===== src/rtl/hr_measure_ctrl.sv =====
`timescale 1ns/1ps
// Heart-rate measurement controller: counts debounced beat edges over a fixed
// tick window and converts the count to beats per minute.
module hr_measure_ctrl #(
   parameter int WIN_MS     = 15000,
   parameter int REFRACT_MS = 250,
   parameter int MULT       = 4
) (
   input  logic       clk,
   input  logic       rst,
   input  logic       enable,
   input  logic       start,
   input  logic       tick,
   input  logic       pulse,
   output logic       kick_en,
   output logic       busy,
   output logic [7:0] bpm,
   output logic       bpm_valid,
   output logic       aborted,
   output logic [1:0] state_dbg
);

   // start, tick, bpm_valid and aborted are single-cycle strobes with no
   // back-pressure: a strobe is consumed in the cycle it is high or not at all.

   localparam int TW = $clog2(WIN_MS + 1);
   localparam int RW = (REFRACT_MS < 1) ? 1 : $clog2(REFRACT_MS + 1);
   localparam int PW = 8 + $clog2(MULT + 1);
   localparam logic [TW-1:0] TICK_LAST = TW'(WIN_MS - 1);
   localparam logic [RW-1:0] REFR_LOAD = RW'(REFRACT_MS);

   typedef enum logic [1:0] {
      IDLE    = 2'd0,
      MEASURE = 2'd1,
      CALC    = 2'd2
   } state_t;

   state_t        state;
   logic [TW-1:0] tick_cnt;
   logic [7:0]    beat_cnt;
   logic [RW-1:0] refr_cnt;
   logic [2:0]    sync_q;
   logic          beat_edge;
   logic [PW-1:0] prod;
   logic [7:0]    bpm_sat;

   // sync_q[1:0] is the synchronizer; sync_q[2] holds the previous synced level
   assign beat_edge = sync_q[1] & ~sync_q[2];
   assign prod      = PW'(beat_cnt) * PW'(MULT);
   assign bpm_sat   = (prod > PW'(255)) ? 8'hFF : prod[7:0];
   assign state_dbg = state;

   always_ff @(posedge clk or negedge rst) begin
      if (!rst) begin
         state     <= IDLE;
         tick_cnt  <= '0;
         beat_cnt  <= '0;
         refr_cnt  <= '0;
         sync_q    <= '0;
         kick_en   <= 1'b0;
         busy      <= 1'b0;
         bpm       <= '0;
         bpm_valid <= 1'b0;
         aborted   <= 1'b0;
      end else begin
         sync_q    <= {sync_q[1:0], pulse};
         bpm_valid <= 1'b0;
         aborted   <= 1'b0;
         case (state)
            IDLE: begin
               if (start && enable) begin
                  state    <= MEASURE;
                  kick_en  <= 1'b1;
                  busy     <= 1'b1;
                  tick_cnt <= '0;
                  beat_cnt <= '0;
                  refr_cnt <= '0;
               end
            end
            MEASURE: begin
               if (!enable) begin
                  state   <= IDLE;
                  kick_en <= 1'b0;
                  busy    <= 1'b0;
                  aborted <= 1'b1;
               end else begin
                  if (tick) begin
                     tick_cnt <= tick_cnt + TW'(1);
                  end
                  // A counted edge reloads the refractory window; that load
                  // takes precedence over a same-cycle tick decrement.
                  if (beat_edge && (refr_cnt == '0)) begin
                     refr_cnt <= REFR_LOAD;
                     if (beat_cnt != 8'hFF) begin
                        beat_cnt <= beat_cnt + 8'd1;
                     end
                  end else if (tick && (refr_cnt != '0)) begin
                     refr_cnt <= refr_cnt - RW'(1);
                  end
                  if (tick && (tick_cnt == TICK_LAST)) begin
                     state   <= CALC;
                     kick_en <= 1'b0;
                  end
               end
            end
            CALC: begin
               bpm       <= bpm_sat;
               bpm_valid <= 1'b1;
               busy      <= 1'b0;
               state     <= IDLE;
            end
            default: begin
               state   <= IDLE;
               kick_en <= 1'b0;
               busy    <= 1'b0;
            end
         endcase
      end
   end

endmodule


===== config.mk =====
export PLATFORM = sky130hd
export DESIGN_NAME = hr_measure_ctrl
export DESIGN_NICKNAME = d
export VERILOG_FILES = /design/src/rtl/hr_measure_ctrl.sv
export SDC_FILE = /design/constraint.sdc
export NUM_CORES = 1
export LEC_CHECK = 0
export CAP_MARGIN = 0
export CORE_MARGIN = 4
export CORE_UTILIZATION = 45
export CTS_BUF_LIST = sky130_fd_sc_hd__clkbuf_16
export DETAILED_ROUTE_END_ITERATION = 10
export PLACE_DENSITY_LB_ADDON = 0.25
export SYNTH_ARGS = -nofsm -noshare
export SYNTH_HDL_FRONTEND = slang
export SYNTH_SLANG_ARGS = --single-unit

===== constraint.sdc =====
create_clock -name clk -period 3.09 [get_ports clk]
set_clock_uncertainty 0.2 [all_clocks]
set_input_delay 0.7725 -clock clk [delete_from_list [all_inputs] [get_ports clk]]
set_output_delay 0.7725 -clock clk [all_outputs]
set_load 0.05 [all_outputs]

==> results of run 1 <==
[cell usage after synthesis, types with 2 or more instances]
master    instances  share of area [%]
dfrtp_1          46                 51
nor2_1           28                4.6
nand2_1          21                3.5
nand3_1          14                3.1
o21ai_0          13                2.9
a21oi_1          11                2.4
nand4_1           8                2.2
nor3_1            7                1.5
xor2_1            7                2.7
o22a_1            6                2.3
and3_1            5                1.4
inv_1             5               0.83
nor2b_1           5                1.4
and2_1            4                1.1
clkbuf_1          4               0.66
o31ai_1           4                1.3
xnor2_1           4                1.5
ha_1              3                1.7
nor4_1            3               0.83
buf_4             2               0.66
mux2i_1           2               0.88
nand2b_1          2               0.55
nor4b_1           2               0.77
o32a_2            2               0.99
[layout by cell type, fill, tap and decap left out, drive strengths merged, types with 5 or more instances in the layout]
master,n
xor2,7
and3,5
nand3,14
o21ai,14
o31ai,5
clkbuf,5
dfrtp,46
clkdlybuf4s50,18
nor2b,5
nor3,7
nand4,8
nor2,28
o22a,6
nand2,21
inv,5
a21oi,11
buf,9
[stage by stage]
step                      hold WS (ns)  cells  worst slack [ns]  instance area [sq um]  utilization, %
final                            0.160    325             0.466                   2720            56.5
after global routing             0.173    325             0.357                   2720            56.5
after CTS                        0.164    325             0.478                   2720            56.5
after detailed placement         0.150    317             0.308                   2560            53.1
after global placement           0.133    317             0.364                   2560            53.1
after floorplan                  0.131    231             0.761                   2270               -
[worst paths after layout]
check / from / end / slack (ns) / cells past startpoint
max: refr_cnt[0] / beat_cnt[0] / 0.47 / 7
min: sync_q[0] / sync_q[1] / 0.16 / 0
max reg2reg: refr_cnt[0] / beat_cnt[0] / 0.47 / 7
min reg2reg: sync_q[0] / sync_q[1] / 0.16 / 0
max in group asynchronous: rst / beat_cnt[6] / 1.88 / 2
min in group asynchronous: rst / busy / 0.25 / 1
[flip-flops by register name, indices dropped and copies added, names as in the netlist]
signal,flops
state_dbg,2
tick_cnt,14
sync_q,3
busy,1
kick_en,1
bpm,7
bpm_valid,1
beat_cnt,8
refr_cnt,8
aborted,1
[logic make-up (layout without fill, tap and decap cells)]
group,after synthesis,in the layout,share of synthesized area [%]
AO/OA/AOI/OAI,49,49,15.3
XOR/XNOR,11,11,4.24
adder cells (fa/ha/maj),3,3,1.65
buffers and inverters,13,40,2.86
flip-flops,46,46,50.6
multiplexers,2,2,0.880
AND/OR/NAND/NOR,107,107,24.5
[final cells by class]
cell class	count	area [sq um]
Timing Repair Buffer	27	245
Fill cell	434	2090
Tap cell	67	83.8
Clock buffer	5	125
Multi-Input combinational cell	172	1060
Sequential cell	46	1150
Clock inverter	3	40.0
Inverter	5	18.8
[layer usage]
layer,GRT usage [%],up-vias
li1,-,891
met1,24.5,847
met2,26.3,36
met3,4.08,4
met4,5.67,0
met5,0,-
[power by group through the flow]
stage / Combinational, mW / Sequential (mW) / Clock, mW
6_report: 0.504 / 0.769 / 0.597
2_1_floorplan: 0.350 / 0.794 / 0
4_1_cts: 0.506 / 0.766 / 0.608
5_1_grt: 0.554 / 0.783 / 0.638
3_3_place_gp: 0.491 / 0.772 / 0
3_5_place_dp: 0.502 / 0.774 / 0
[worst max-delay path, stage by stage, from the launching register on]
cell	delay (ns)
dfrtp_1	0.43
inv_1	0.08
ha_1	0.23
or4b_4	0.52
and4bb_4	0.44
and2_1	0.29
o21ai_2	0.09
a22o_1	0.23
==> qor.csv, run 1 <==
metric,value,unit
grt_pass1_wl,8520,um
vias_per_cell,5.47,
power_frac_seq,41.1,%
grt_usage,17.4,%
synthesis.area,2270,sq um
finalCritPeriodShare,84.9,%
cp_data_required_time,3.06,ns
ctsResizeCount,0,
die_area,6260,sq um
vdd_drop_max,0.309,mV
path_clk_slew,0.06,ns
async_flop_share,100,%
worstSetupEndpointType,register,
wl,4780,um
p_switching,599,uW
slew-limit-headroom,56.1,%
total_power,1.87,mW
grt_antenna_before_repair,0,
fmax,381,MHz
final-hold-violation-count,0,
drc,0,
rsz0062_at_grt,false,
wl_met2,2130,um
synth.avg_cell_area,9.85,sq um
grt_overflow,0,
diodes,0,
grt_max_degree,23,
drtIter0Drc,101,
firstDrtPassIters,4,
ios,20,
min_period,2.62,ns
postCtsSetupBuffers,0,
initial_core_util,47.2,%
fin_setup_tns,0,ns
cts_sinks,46,
place_congestion,0.835,
insertion_delay,0.28,ns
cts_tree,yes,
wl_met1,2450,um
ys_seq_elements,46,
postSynthCellCount,231,
die_x,79.1,um
status,completed,
tightest_slew,0.653,ns
yosysWarnings,0,
hold_buffers,0,
synth_edf_count,0,
finalSetupViolCount,0,
wl_met3,154,um
critPathKind,reg -> reg,
avgRoutedWirePerCell,14.7,um
ant_nets,0,
drv_slew,0,
syn_nets,240,
via_count,1778,
min-delay-path-class,reg -> reg,
rows,25,
synth_cell_types,47,
portBuffers,19,
clockBufferDepth,2,
p_leak,1.19,nW
top_layer,met4,
ctsRootBufferMaster,clkbuf_16,
grt_pass1_vias,1789,
switching_share,32.0,%
startpoint_type,register,
maxCapViolCount,0,
core-area,4820,sq um
cp.arrival,2.60,ns
htreeDepth,2,
area_growth,19.7,%
p_clk_share,31.9,%
p_int,1.27,mW
nNetsFinal,266,
drive_gt1_share,10.1,%
numCtsBuffers,5,
p_per_area,687,nW/um^2
seq_area_frac_synth,50.6,%
synthFlopType,dfrtp_1,
die_h,79.1,um
dp_hpwl,3380,um
critPathMaxFanout,12,
power_frac_comb,27.0,%
No activity file was read; power rests on OpenSTA's default activity.
==> run 2: changes to the inputs <==
==> constraint.sdc (replaced) <==
create_clock -name clk -period 2.5 [get_ports clk]
set_clock_uncertainty 0.2 [all_clocks]
set_input_delay 0.625 -clock clk [delete_from_list [all_inputs] [get_ports clk]]
set_output_delay 0.625 -clock clk [all_outputs]
set_load 0.05 [all_outputs]
==> run 2 against run 1 <==
Power up 34%. Critical path depth down 6. Global-route usage up 0.60 points. Hold slack worse by 0.079 ns. Sequential power up 22%. Worst setup slack worse by 0.41 ns. Register-to-register slack worse by 0.38 ns. Highest routed layer unchanged.
==> qor.csv, run 2 (same netlist as run 1, synthesis figures left out) <==
metric,value,unit,change
rsz0062_at_grt,false,,
finalCritPeriodShare,97.6,%,
largest_registers,"tick_cnt x14, beat_cnt x8, refr_cnt x8",,
min_period,2.44,ns,
p_switching,776,uW,+30%
tightest_slew,0.503,ns,-0.150 ns
insertion_delay,0.29,ns,about the same
power_frac_comb,28.6,%,+1.6 points
area_growth,25.6,%,
vias_per_cell,5.55,,+1.4%
grt_overflow,0,,unchanged
grt_usage,18.0,%,+0.60 points
critPathKind,reg -> out,,
die_h,79.1,um,unchanged
finalSetupViolCount,0,,unchanged
dp_hpwl,3510,um,+3.8%
cp_data_required_time,1.67,ns,-1.39 ns
drc,0,,unchanged
core-area,4820,sq um,unchanged
total_power,2.50,mW,+34%
cts_sinks,46,,unchanged
p_int,1.72,mW,+36%
die_area,6260,sq um,unchanged
ctsRootBufferMaster,clkbuf_16,,
power_frac_seq,37.7,%,-3.4 points
numCtsBuffers,5,,unchanged
grt_max_degree,29,,+26%
final-hold-violation-count,0,,unchanged
maxCapViolCount,0,,unchanged
critPathMaxFanout,8,,-4
nNetsFinal,278,,+4.5%
path_clk_slew,0.06,ns,about the same
drive_gt1_share,14.4,%,+4.4 points
crit_chain,clkdlybuf4s50_1,,
p_per_area,876,nW/um^2,+27%
cpLargestDelayFamily,buffers and inverters,,
p_leak,1.26,nW,+5.9%
avgRoutedWirePerCell,15.0,um,+1.8%
max_stage_delay,0.85,ns,+0.33 ns
layout_commonest_cell,dfrtp_1,,
via_count,1870,,+5.2%
htreeDepth,2,,unchanged
switching_share,31.0,%,-0.97 points
ant_nets,0,,unchanged
ios,20,,unchanged
vdd_drop_max,0.515,mV,+67%
critPathSlowestCell,clkdlybuf4s50_1,,
min-delay-path-class,in -> async,,
crit_buf_inv,1,,unchanged
wl,5040,um,+5.6%
drv_slew,0,,unchanged
clockBufferDepth,2,,unchanged
firstDrtPassIters,4,,unchanged
die_x,79.1,um,unchanged
grt_pass1_wl,8720,um,+2.3%
portBuffers,19,,unchanged
grt_antenna_before_repair,0,,unchanged
placed_area,2630,sq um,+2.8%
largest_reg_flops,14,,unchanged
drtIter0Drc,81,,-20%
worstSetupEndpointType,output port,,
startpoint_type,register,,
slew-limit-headroom,66.4,%,+10 points
fin_setup_tns,0,ns,unchanged
initial_core_util,47.2,%,unchanged
final_cell_area,2860,sq um,+4.9%
cp.arrival,1.62,ns,-0.98 ns
diodes,0,,unchanged
cts_tree,yes,,
rows,25,,unchanged
top_register,tick_cnt,,
place_congestion,0.799,,-4.3%
timing.hold.ws,0.0817,ns,-0.0787 ns
grt_pass1_vias,1786,,-0.17%
most-common-layout-cells,"46 x dfrtp_1, 28 x nor2_1, 21 x nand2_1",,
status,completed,,
p_clk_share,33.7,%,+1.8 points
fmax,410,MHz,
## run 2: final timing paths
kind / to / startpoint / slack [ns] / cells past startpoint
setup / recovery: state_dbg[0] / state_dbg[0] / 0.06 / 1
hold / removal: refr_cnt[0] / rst / 0.08 / 1
setup reg to reg: refr_cnt[3] / refr_cnt[1] / 0.09 / 7
hold reg to reg: sync_q[1] / sync_q[0] / 0.15 / 0
max in group asynchronous: bpm[1] / rst / 1.52 / 2
min in group clk: sync_q[1] / sync_q[0] / 0.15 / 0
## run 2: power groups by stage
stage | logic, mW | clock network, mW | registers (mW)
global placement | 0.666 | 0 | 0.947
CTS | 0.693 | 0.859 | 0.937
floorplan | 0.433 | 0 | 0.981
finish | 0.715 | 0.843 | 0.942
detailed placement | 0.682 | 0 | 0.950
global route | 0.796 | 0.890 | 0.956
## run 2: layout make-up
class	instances	area, sq um
clock inverter	3	63.8
inverter	5	18.8
sequential	46	1150
multi-input combinational	173	1070
timing repair buffer	38	340
clock buffer	5	125
tap	67	83.8
fill	445	1960
## run 2: stage by stage
stage | util (%) | worst slack (ns) | cells
floorplan | - | 0.171 | 231
global placement | 54.6 | 0.0403 | 325
detailed placement | 54.6 | 0.0467 | 325
CTS | 58.5 | 0.0302 | 333
global route | 59.3 | 0.000602 | 337
finish | 59.3 | 0.0591 | 337
## run 2: repair_timing
action,in CTS,in global routing
endpoints found under the setup margin,0,9
gates resized for setup,0,2
hold buffers,0,0
buffers inserted,0,3
## run 2: per-layer routing
metal / track usage (%) / vias to the layer above / wire length [um]
met5: 0 / - / 0
met2: 26.9 / 63 / 2210
met4: 6.01 / 0 / 80
met3: 5.67 / 10 / 299
met1: 24.8 / 881 / 2450
li1: - / 916 / -
==> run 3: changes to the inputs <==
--- a/config.mk
+++ b/config.mk
@@ -11,6 +11,8 @@
 export CTS_BUF_LIST = sky130_fd_sc_hd__clkbuf_16
 export DETAILED_ROUTE_END_ITERATION = 10
 export PLACE_DENSITY_LB_ADDON = 0.25
+export REMOVE_ABC_BUFFERS = 1
+export SETUP_SLACK_MARGIN = 0.2
 export SYNTH_ARGS = -nofsm -noshare
 export SYNTH_HDL_FRONTEND = slang
 export SYNTH_SLANG_ARGS = --single-unit
==> run 3 against run 2 <==
Combinational power grew 3%. Utilization down 0.18 points. Clock-buffer cell count stayed put. Clock power fell by 26%. Hold slack got worse by 0.0035 ns. First-iteration DRC count rose by 6.2%. Via count is 1.7% higher. Non-clock buffer count up 6. Worst setup slack gained 0.074 ns. Power fell by 8.2%. Sequential power shrank 0.5%. Critical path type is now reg -> reg. Largest cell class unchanged.
==> qor.csv, run 3 (same netlist as run 1, synthesis figures left out) <==
metric,value,unit,change
status,completed,,
startpoint_type,register,,
maxCapViolCount,0,,unchanged
largest_registers,"tick_cnt x14, beat_cnt x8, refr_cnt x8",,
num-fill-cells,438,,-1.6%
dp_hpwl,3630,um,+3.4%
die_area,6260,sq um,unchanged
cpLargestDelayFamily,compound AO/OA/AOI/OAI gates,,
rows,25,,unchanged
slew-limit-headroom,66.2,%,-0.12 points
p_per_area,806,nW/um^2,-7.9%
max_stage_delay,0.48,ns,-0.37 ns
htreeDepth,2,,unchanged
wl,4920,um,-2.5%
grt_usage,17.6,%,-0.32 points
drc,0,,unchanged
critPathSlowestCell,or4b_4,,
vdd_drop_max,0.383,mV,-26%
place_congestion,0.819,,+2.5%
clockBufferDepth,2,,unchanged
cp.arrival,2.34,ns,+0.72 ns
min-delay-path-class,in -> async,,
cts_sinks,46,,unchanged
grt_overflow,0,,unchanged
drv_slew,0,,unchanged
worstSetupEndpointType,register,,
insertion_delay,0.28,ns,about the same
via_count,1902,,+1.7%
vias_per_cell,5.56,,+0.22%
layout_commonest_cell,dfrtp_1,,
nNetsFinal,283,,+1.8%
finalCritPeriodShare,94.7,%,-3.0 points
finalSetupViolCount,0,,unchanged
cp_data_required_time,2.48,ns,+0.81 ns
p_leak,1.36,nW,+7.7%
largest_reg_flops,14,,unchanged
ctsRootBufferMaster,clkbuf_16,,
hold_buffers,0,,unchanged
regArea,1150,sq um,unchanged
drive_gt1_share,16.4,%,+1.9 points
ant_nets,0,,unchanged
tightest_slew,0.506,ns,+0.00253 ns
die_x,79.1,um,unchanged
critPathKind,reg -> reg,,
r2r_slack,0.13,ns,+0.04 ns
die_h,79.1,um,unchanged
grt_pass1_vias,1875,,+5.0%
diodes,0,,unchanged
cts_tree,yes,,
drtIter0Drc,86,,+6.2%
crit_chain,"inv_1, ha_1, or4b_4, o41a_1, o31ai_4, buf_6, o21bai_1, o211a_1",,
grt_antenna_before_repair,0,,unchanged
final-hold-violation-count,0,,unchanged
timing.hold.ws,0.0782,ns,-0.00345 ns
most-common-layout-cells,"46 x dfrtp_1, 28 x nor2_1, 25 x buf_4",,
fmax,422,MHz,+3.1%
initial_core_util,47.2,%,unchanged
final_cell_area,2850,sq um,-0.31%
ios,20,,unchanged
grt_pass1_wl,8670,um,-0.55%
r2r_end,refr_cnt[3],,
numCtsBuffers,5,,unchanged
path_clk_slew,0.06,ns,about the same
reg2reg_from,refr_cnt[0],,
min_period,2.37,ns,-0.0739 ns
grt_max_degree,21,,-28%
multi_input_area,1070,sq um,-0.12%
portBuffers,19,,unchanged
crit_buf_inv,2,,+1
top_register,tick_cnt,,
avgRoutedWirePerCell,14.4,um,-3.9%
placed_area,2650,sq um,+0.57%
r2r_cells,8,,+1
rsz0062_at_grt,true,,
firstDrtPassIters,5,,+1
area_growth,25.2,%,
critPathMaxFanout,3,,-5
core-area,4820,sq um,unchanged
-- run 3: cell types whose count changed in the layout (fill, tap and decap cells not counted), moves of 2 or more --
cell and change:
o21ai_1 +6, o21ai_0 -6, buf_4 +7, bufinv_16 -2, dlygate4sd2_1 +2, clkdlybuf4s50_1 -8
inv_1 +2, dlymetal6s2s_1 +5
-- run 3: what timing repair did --
| item | in CTS | in global routing |
|---|---|---|
| resized for setup | 4 | 13 |
| setup endpoints to repair | 11 | 23 |
| setup buffers | 4 | 1 |
| pin swaps | 3 | 1 |
-- run 3: through the flow --
stage               total power, mW  setup slack, ns  setup TNS, ns  instances  utilization, %
finish                         2.30            0.133              0        342            59.1
global route                   2.44           0.0467              0        342            59.1
CTS                            2.30            0.108              0        341            58.4
detailed placement             1.65          -0.0205        -0.0205        329            54.9
global placement               1.64          -0.0178        -0.0178        329            54.9
floorplan                      1.40            0.105              0        223               -
-- run 3: how the worst max path moves through the flow --
stage,startpoint,to,cells after the start
finish,refr_cnt[0],refr_cnt[3],8
global placement,tick,tick_cnt[7],7
CTS,refr_cnt[0],refr_cnt[3],8
detailed placement,tick,tick_cnt[7],7
global route,refr_cnt[0],refr_cnt[6],8
floorplan,refr_cnt[0],beat_cnt[0],7
-- run 3: cell type report --
| cell class | count | area share [%] |
|---|---|---|
| Sequential cell | 46 | 40.4 |
| Multi-Input combinational cell | 172 | 37.7 |
| Timing Repair Buffer | 44 | 13.5 |
| Clock buffer | 5 | 4.39 |
| Tap cell | 67 | 2.94 |
| Inverter | 5 | 0.659 |
| Clock inverter | 3 | 0.439 |
-- run 3: power breakdown --
group	total [mW]	switching, mW	internal (mW)
Sequential	0.937	0.100	0.837
Clock	0.625	0.264	0.361
Combinational	0.734	0.388	0.346
-- run 3: worst reg2reg max path, delay by kind of cell, from the launching register on --
family                   cells  cell delay (ns)
AO/OA/AOI/OAI                4             0.82
AND/OR/NAND/NOR              1             0.48
flip-flops                   1             0.39
buffers and inverters        2             0.20
adder cells (fa/ha/maj)      1             0.16
-- run 3: routing by layer --
metal  routed length (um)  vias to the layer above  track usage [%]
met5                    0                        -                0
met4                  104                        0             7.39
met3                  218                       10             3.85
met2                 2270                       48             27.9
met1                 2320                      923             23.5
li1                     -                      921                -
